**src/rtl/dmem_arbiter_if.sv**
```systemverilog
// Bundled load/store request, load response and shared DMEM port signals.
// slave: the arbiter's view. master: the CPU/memory environment's view.
interface dmem_arbiter_if #(
  parameter int unsigned TAG_BITS      = 4,
  parameter int unsigned CPU_ADDR_BITS = 32,
  parameter int unsigned CPU_DATA_BITS = 32
);
  logic                     ld_req_val;
  logic                     ld_req_rdy;
  logic [CPU_ADDR_BITS-1:0] ld_req_addr;
  logic [TAG_BITS-1:0]      ld_req_tag;
  logic                     ld_resp_val;
  logic [CPU_DATA_BITS-1:0] ld_resp_data;
  logic [TAG_BITS-1:0]      ld_resp_tag;
  logic                     st_req_val;
  logic                     st_req_rdy;
  logic [CPU_ADDR_BITS-1:0] st_req_addr;
  logic [CPU_DATA_BITS-1:0] st_req_data;
  logic [3:0]               st_req_be;
  logic                     st_drain;
  logic                     flush;
  logic [CPU_ADDR_BITS-1:0] dcache_addr;
  logic                     dcache_re;
  logic [CPU_DATA_BITS-1:0] dcache_din;
  logic [3:0]               dcache_we;
  logic [CPU_DATA_BITS-1:0] dcache_dout;
  logic                     dcache_dout_val;
  logic                     dcache_stall;

  modport slave (
    input  ld_req_val, ld_req_addr, ld_req_tag,
    input  st_req_val, st_req_addr, st_req_data, st_req_be, st_drain, flush,
    input  dcache_dout, dcache_dout_val,
    output ld_req_rdy, ld_resp_val, ld_resp_data, ld_resp_tag, st_req_rdy,
    output dcache_addr, dcache_re, dcache_din, dcache_we, dcache_stall
  );

  modport master (
    output ld_req_val, ld_req_addr, ld_req_tag,
    output st_req_val, st_req_addr, st_req_data, st_req_be, st_drain, flush,
    output dcache_dout, dcache_dout_val,
    input  ld_req_rdy, ld_resp_val, ld_resp_data, ld_resp_tag, st_req_rdy,
    input  dcache_addr, dcache_re, dcache_din, dcache_we, dcache_stall
  );
endinterface

```
**src/rtl/dmem_arbiter.sv**
```systemverilog
// Load/store arbiter for a single shared DMEM port with 1-cycle load responses.
// Define DMEM_ARB_STARVE_EN to add the store starvation counter and forced store grant.
module dmem_arbiter #(
  parameter int unsigned TAG_BITS      = 4,
  parameter int unsigned STARVE_LIMIT  = 4,
  parameter int unsigned CPU_ADDR_BITS = 32,
  parameter int unsigned CPU_DATA_BITS = 32
) (
  input  logic           clk,
  input  logic           rst,
  dmem_arbiter_if.slave  bus
);

  logic                ld_gnt;
  logic                st_gnt;
  logic                ld_can;
  logic                st_can;
  logic                st_pri;
  logic                starve_hit;
  logic                inflight_val;
  logic [TAG_BITS-1:0] inflight_tag;

`ifdef DMEM_ARB_STARVE_EN
  localparam int unsigned CntW = $clog2(STARVE_LIMIT + 1);
  localparam logic [CntW-1:0] CntMax = CntW'(STARVE_LIMIT);

  logic [CntW-1:0] starve_cnt;
  logic [CntW-1:0] starve_cnt_next;

  assign starve_hit = (starve_cnt == CntMax);

  always_comb begin
    starve_cnt_next = starve_cnt;
    if (!bus.st_req_val || st_gnt) begin
      starve_cnt_next = '0;
    end else if (starve_cnt != CntMax) begin
      starve_cnt_next = starve_cnt + CntW'(1);
    end
  end

  always_ff @(posedge clk or posedge rst) begin
    if (rst) begin
      starve_cnt <= '0;
    end else begin
      starve_cnt <= starve_cnt_next;
    end
  end
`else
  assign starve_hit = 1'b0;
`endif

  // Reset gates grants combinationally so the DMEM port is idle while rst is high.
  assign ld_can = bus.ld_req_val && !bus.flush && !rst;
  assign st_can = bus.st_req_val && !rst;
  assign st_pri = bus.st_drain || starve_hit;

  always_comb begin
    ld_gnt = 1'b0;
    st_gnt = 1'b0;
    if (st_pri) begin
      st_gnt = st_can;
      ld_gnt = ld_can && !st_can;
    end else begin
      ld_gnt = ld_can;
      st_gnt = st_can && !ld_can;
    end
  end

  always_comb begin
    bus.dcache_addr = '0;
    bus.dcache_din  = '0;
    bus.dcache_re   = 1'b0;
    bus.dcache_we   = 4'b0000;
    if (ld_gnt) begin
      bus.dcache_addr = bus.ld_req_addr;
      bus.dcache_re   = 1'b1;
    end else if (st_gnt) begin
      bus.dcache_addr = bus.st_req_addr;
      bus.dcache_din  = bus.st_req_data;
      bus.dcache_we   = bus.st_req_be;
    end
  end

  // A flush cycle never grants a load, so the in-flight bit clears at that edge.
  always_ff @(posedge clk or posedge rst) begin
    if (rst) begin
      inflight_val <= 1'b0;
      inflight_tag <= '0;
    end else begin
      inflight_val <= ld_gnt;
      if (ld_gnt) begin
        inflight_tag <= bus.ld_req_tag;
      end
    end
  end

  assign bus.ld_req_rdy   = ld_gnt;
  assign bus.st_req_rdy   = st_gnt;
  assign bus.ld_resp_val  = inflight_val && bus.dcache_dout_val && !bus.flush && !rst;
  assign bus.ld_resp_data = bus.dcache_dout;
  assign bus.ld_resp_tag  = inflight_tag;
  assign bus.dcache_stall = 1'b0;

endmodule

```
**src/flat_wrapper.sv**
```systemverilog
// flat-port wrapper written by rule: the top's interface ports become plain ports
module dmem_arbiter_flat 
#(
  parameter int unsigned TAG_BITS      = 4,
  parameter int unsigned STARVE_LIMIT  = 4,
  parameter int unsigned CPU_ADDR_BITS = 32,
  parameter int unsigned CPU_DATA_BITS = 32
)
  (clk, rst, bus_ld_req_val, bus_ld_req_addr, bus_ld_req_tag, bus_st_req_val, bus_st_req_addr, bus_st_req_data, bus_st_req_be, bus_st_drain, bus_flush, bus_dcache_dout, bus_dcache_dout_val, bus_ld_req_rdy, bus_ld_resp_val, bus_ld_resp_data, bus_ld_resp_tag, bus_st_req_rdy, bus_dcache_addr, bus_dcache_re, bus_dcache_din, bus_dcache_we, bus_dcache_stall);
  dmem_arbiter_if #(.TAG_BITS(TAG_BITS), .CPU_ADDR_BITS(CPU_ADDR_BITS), .CPU_DATA_BITS(CPU_DATA_BITS)) bus_i ();
  input  logic clk;
  input  logic rst;
  input wire logic [$bits(bus_i.ld_req_val)-1:0] bus_ld_req_val;
  input wire logic [$bits(bus_i.ld_req_addr)-1:0] bus_ld_req_addr;
  input wire logic [$bits(bus_i.ld_req_tag)-1:0] bus_ld_req_tag;
  input wire logic [$bits(bus_i.st_req_val)-1:0] bus_st_req_val;
  input wire logic [$bits(bus_i.st_req_addr)-1:0] bus_st_req_addr;
  input wire logic [$bits(bus_i.st_req_data)-1:0] bus_st_req_data;
  input wire logic [$bits(bus_i.st_req_be)-1:0] bus_st_req_be;
  input wire logic [$bits(bus_i.st_drain)-1:0] bus_st_drain;
  input wire logic [$bits(bus_i.flush)-1:0] bus_flush;
  input wire logic [$bits(bus_i.dcache_dout)-1:0] bus_dcache_dout;
  input wire logic [$bits(bus_i.dcache_dout_val)-1:0] bus_dcache_dout_val;
  output wire logic [$bits(bus_i.ld_req_rdy)-1:0] bus_ld_req_rdy;
  output wire logic [$bits(bus_i.ld_resp_val)-1:0] bus_ld_resp_val;
  output wire logic [$bits(bus_i.ld_resp_data)-1:0] bus_ld_resp_data;
  output wire logic [$bits(bus_i.ld_resp_tag)-1:0] bus_ld_resp_tag;
  output wire logic [$bits(bus_i.st_req_rdy)-1:0] bus_st_req_rdy;
  output wire logic [$bits(bus_i.dcache_addr)-1:0] bus_dcache_addr;
  output wire logic [$bits(bus_i.dcache_re)-1:0] bus_dcache_re;
  output wire logic [$bits(bus_i.dcache_din)-1:0] bus_dcache_din;
  output wire logic [$bits(bus_i.dcache_we)-1:0] bus_dcache_we;
  output wire logic [$bits(bus_i.dcache_stall)-1:0] bus_dcache_stall;
  assign bus_i.ld_req_val = bus_ld_req_val;
  assign bus_i.ld_req_addr = bus_ld_req_addr;
  assign bus_i.ld_req_tag = bus_ld_req_tag;
  assign bus_i.st_req_val = bus_st_req_val;
  assign bus_i.st_req_addr = bus_st_req_addr;
  assign bus_i.st_req_data = bus_st_req_data;
  assign bus_i.st_req_be = bus_st_req_be;
  assign bus_i.st_drain = bus_st_drain;
  assign bus_i.flush = bus_flush;
  assign bus_i.dcache_dout = bus_dcache_dout;
  assign bus_i.dcache_dout_val = bus_dcache_dout_val;
  assign bus_ld_req_rdy = bus_i.ld_req_rdy;
  assign bus_ld_resp_val = bus_i.ld_resp_val;
  assign bus_ld_resp_data = bus_i.ld_resp_data;
  assign bus_ld_resp_tag = bus_i.ld_resp_tag;
  assign bus_st_req_rdy = bus_i.st_req_rdy;
  assign bus_dcache_addr = bus_i.dcache_addr;
  assign bus_dcache_re = bus_i.dcache_re;
  assign bus_dcache_din = bus_i.dcache_din;
  assign bus_dcache_we = bus_i.dcache_we;
  assign bus_dcache_stall = bus_i.dcache_stall;
  dmem_arbiter #(.TAG_BITS(TAG_BITS), .STARVE_LIMIT(STARVE_LIMIT), .CPU_ADDR_BITS(CPU_ADDR_BITS), .CPU_DATA_BITS(CPU_DATA_BITS)) u_core (.clk(clk), .rst(rst), .bus(bus_i));
endmodule
```
**config.mk**
```make
export PLATFORM = sky130hd
export DESIGN_NAME = dmem_arbiter_flat
export DESIGN_NICKNAME = d
export VERILOG_FILES = /design/src/rtl/dmem_arbiter_if.sv /design/src/rtl/dmem_arbiter.sv /design/src/flat_wrapper.sv
export SDC_FILE = /design/constraint.sdc
export NUM_CORES = 1
export LEC_CHECK = 0
export BUFFER_PORTS_ARGS = -buffer_cell sky130_fd_sc_hd__buf_2
export CORE_AREA = 2 2 97 99
export CTS_BUF_LIST = sky130_fd_sc_hd__clkbuf_8 sky130_fd_sc_hd__clkbuf_16
export DETAILED_ROUTE_END_ITERATION = 16
export DIE_AREA = 0 0 99 101
export PLACE_DENSITY = 0.52
export SKIP_LAST_GASP = 1
export SLEW_MARGIN = 20
export SYNTH_ARGS = -nofsm -noshare
export SYNTH_HDL_FRONTEND = slang
export SYNTH_SLANG_ARGS = --single-unit
```
**constraint.sdc**
```tcl
create_clock -name clk -period 1.7 [get_ports clk]
set_input_delay 0.255 -clock clk [delete_from_list [all_inputs] [get_ports clk]]
set_output_delay 0.255 -clock clk [all_outputs]
set_load 0.03 [all_outputs]
```
==> impl_metrics.py <==
metrics = {
    "grt": {
        "grt_pass1_wl_um": 6396,
        "gr-total-overflow": 0,
        "grt_pass1_vias": 1337,
        "antenna_found_initial": 0,
        "grt_use_total_pct": 7.995,
        "grt_max_degree": 70,
    },
    "clock_network": {
        "cts_buffers": 3,
        "cts_buffer_depth": 2,
        "cts_setup_buffers": 0,
        "ctsHoldBuffers": 0,
        "clkTransAtPathRegs_ns": 0.04,
        "cts_root_buf": "clkbuf_8",
        "htree_levels": 1,
        "cts_tree": "done",
        "cts.sinks": 5,
        "clk_latency_ns": 0.22,
    },
    "logic_synthesis": {
        "synth_mux_area_share_pct": 4.265,
        "ys_warn_count": 0,
        "synthDistinctLibCells": 15,
        "synth_compound_area_share_pct": 30.57,
        "yosys.area_share.simple_pct": 22.16,
        "synth_seq_cells": 5,
        "yosysSeqAreaShare_pct": 11.85,
        "synth_top_family_by_area": "buffers and inverters",
        "synth-xor-area-share_pct": 0,
        "postSynthAreaPerCell_um2": 8.250,
        "syn-instance-count": 128,
        "synth_fa_ha_area_share_pct": 0,
        "syn_nets": 271,
        "syn_area_um2": 1056,
    },
    "sta": {
        "post-route-period-util_pct": 98.86,
        "min_period_ns": 1.681,
        "rsz0062_at_grt": "yes",
        "skew_ns": 0,
        "setup_viol": 0,
        "hold_violations": 0,
        "setup_slack_ns": 0.01933,
        "max_freq_mhz": 595.0,
        "drv_slew": 0,
        "holdWs_ns": 0.05606,
        "tns_ns": 0,
    },
    "worst_setup_path": {
        "crit_type": "input pin to output pin",
        "r2r_cells": 1,
        "start_kind": "input pin",
        "critPathCaptureType": "output pin",
        "r2r_setup_slack_ns": 0.96,
        "reg2reg_from": "u_core.bus.ld_resp_tag[2]",
        "crit_fanout": 38,
        "crit_start": "bus_st_drain",
        "critPathRequiredTime_ns": 1.44,
        "worstPathArrival_ns": 1.43,
        "r2r-end": "u_core.bus.ld_resp_tag[2]",
    },
    "cells_and_area": {
        "fin_nets": 421,
        "final_cell_mix": "buf_2 (186), and2_1 (36), a22o_1 (20)",
        "final_common_cell": "buf_2",
        "instances_no_fill": 388,
        "final_area_um2": 1912,
        "syn_to_final_growth_pct": 81.04,
        "drive_above_1_share_pct": 75.81,
        "num_antenna_cells": 0,
        "utilization_pct": 21.30,
    },
    "die": {
        "row_count": 35,
        "core-area_um2": 8977,
        "io_pins": 252,
        "initial_utilization_pct": 11.76,
        "die_h_um": 101,
        "die_area_um2": 9999,
        "chipWidth_um": 99,
    },
    "power_and_ir_drop": {
        "comb_power_share_pct": 61.6,
        "pwr_density_cell_nw_per_um2": 493.2,
        "p_sw_mw": 0.4131,
        "ir_drop_v": 0.0001103,
        "p_int_mw": 0.5299,
        "clkPwrFrac_pct": 22.5,
        "p_leak_nw": 1.197,
        "swShare_pct": 43.80,
        "power_frac_seq_pct": 15.9,
        "total_power_mw": 0.9430,
    },
    "outcome": {
        "outcome": "complete, no violations",
    },
    "drt": {
        "wl_met3_um": 655,
        "ant_nets": 0,
        "wl_met1_um": 1598,
        "drt_iter0_drc": 15,
        "drc": 0,
        "vias": 1486,
        "wl_per_cell_um": 12.33,
        "firstDrtPassIters": 4,
        "vias_per_cell": 3.830,
        "met2_length_um": 2451,
        "wirelength_um": 4784,
        "routed.top_layer": "met4",
    },
    "placed_design": {
        "post_dp_cell_area_um2": 1867,
        "dp_hpwl_um": 4168,
        "place_congestion": 0.6906,
        "placedCellCount": 384,
        "portBuffers": 186,
        "pre_cts_ws_ns": 0.007977,
    },
    "job": {
        "cap_violations": 0,
    },
    "min_path": {
        "min_path_type": "input pin to asynchronous set/reset pin",
    },
}
worst max-delay path by stage:
| stage | end | cells after the start | slack (ns) |
|---|---|---|---|
| 3_3_place_gp | bus_dcache_addr[10] | 5 | 0.02 |
| 6_report | bus_dcache_addr[12] | 5 | 0.02 |
| 2_1_floorplan | bus_dcache_din[25] | 4 | 0.02 |
| 5_1_grt | bus_dcache_addr[10] | 5 | -0.04 |
| 4_1_cts | bus_dcache_addr[10] | 5 | 0.007 |
| 3_5_place_dp | bus_dcache_addr[10] | 5 | 0.008 |
state kept, by name, summed over array words and instances (netlist names):
name and cells:
u_core.bus.ld_resp_tag 4, u_core.inflight_val 1
Yosys cell counts:
cell	n	area (um^2)
buf_2	2	10.01
nor3_1	1	5.000
nand2_1	1	3.750
o311a_2	1	11.26
and2_1	36	225.2
buf_4	34	255.2
a2111oi_4	1	27.53
a22o_1	29	254.0
inv_1	2	7.510
conb_1	1	3.750
dfrtp_1	5	125.1
mux2_2	4	45.04
clkbuf_1	5	18.77
buf_6	3	33.78
a22o_2	3	30.03
layer usage:
| metal | global-route usage, % | vias up |
|---|---|---|
| met5 | 0 | - |
| met1 | 7.935 | 629 |
| li1 | - | 709 |
| met4 | 3.267 | 0 |
| met2 | 15.80 | 130 |
| met3 | 1.872 | 18 |
critical path, cell delays in order:
cell       delay [ns]
buf_2            0.12
a2111oi_4        0.41
buf_12           0.25
a22o_1           0.18
buf_2            0.20
what timing repair did:
item,4_1_cts,5_1_grt
endpoints found under the hold margin,0,0
resized for setup,0,0
endpoints found under the setup margin,0,26
power by group through the flow:
stage | clock network, mW | registers, mW | logic (mW)
after floorplan | 0 | 0.194 | 0.444
after global placement | 0 | 0.151 | 0.586
after detailed placement | 0 | 0.152 | 0.588
after CTS | 0.224 | 0.150 | 0.589
after global routing | 0.228 | 0.154 | 0.619
final | 0.212 | 0.150 | 0.581
cell families after synthesis:
family,after synthesis
buf+inv,46
flops,5
simple gates,38
mux,4
other cells,1
compound gates,34
final cells by class:
| type | count | area [um^2] |
|---|---|---|
| Timing Repair Buffer | 189 | 978.4 |
| Sequential cell | 5 | 125.1 |
| Clock buffer | 3 | 41.29 |
| Tap cell | 111 | 138.9 |
| Multi-Input combinational cell | 77 | 616.8 |
| Clock inverter | 1 | 3.754 |
| Inverter | 2 | 7.507 |
| Fill cell | 1024 | 7066 |
Note: power is estimated with default switching activity, not from simulation.
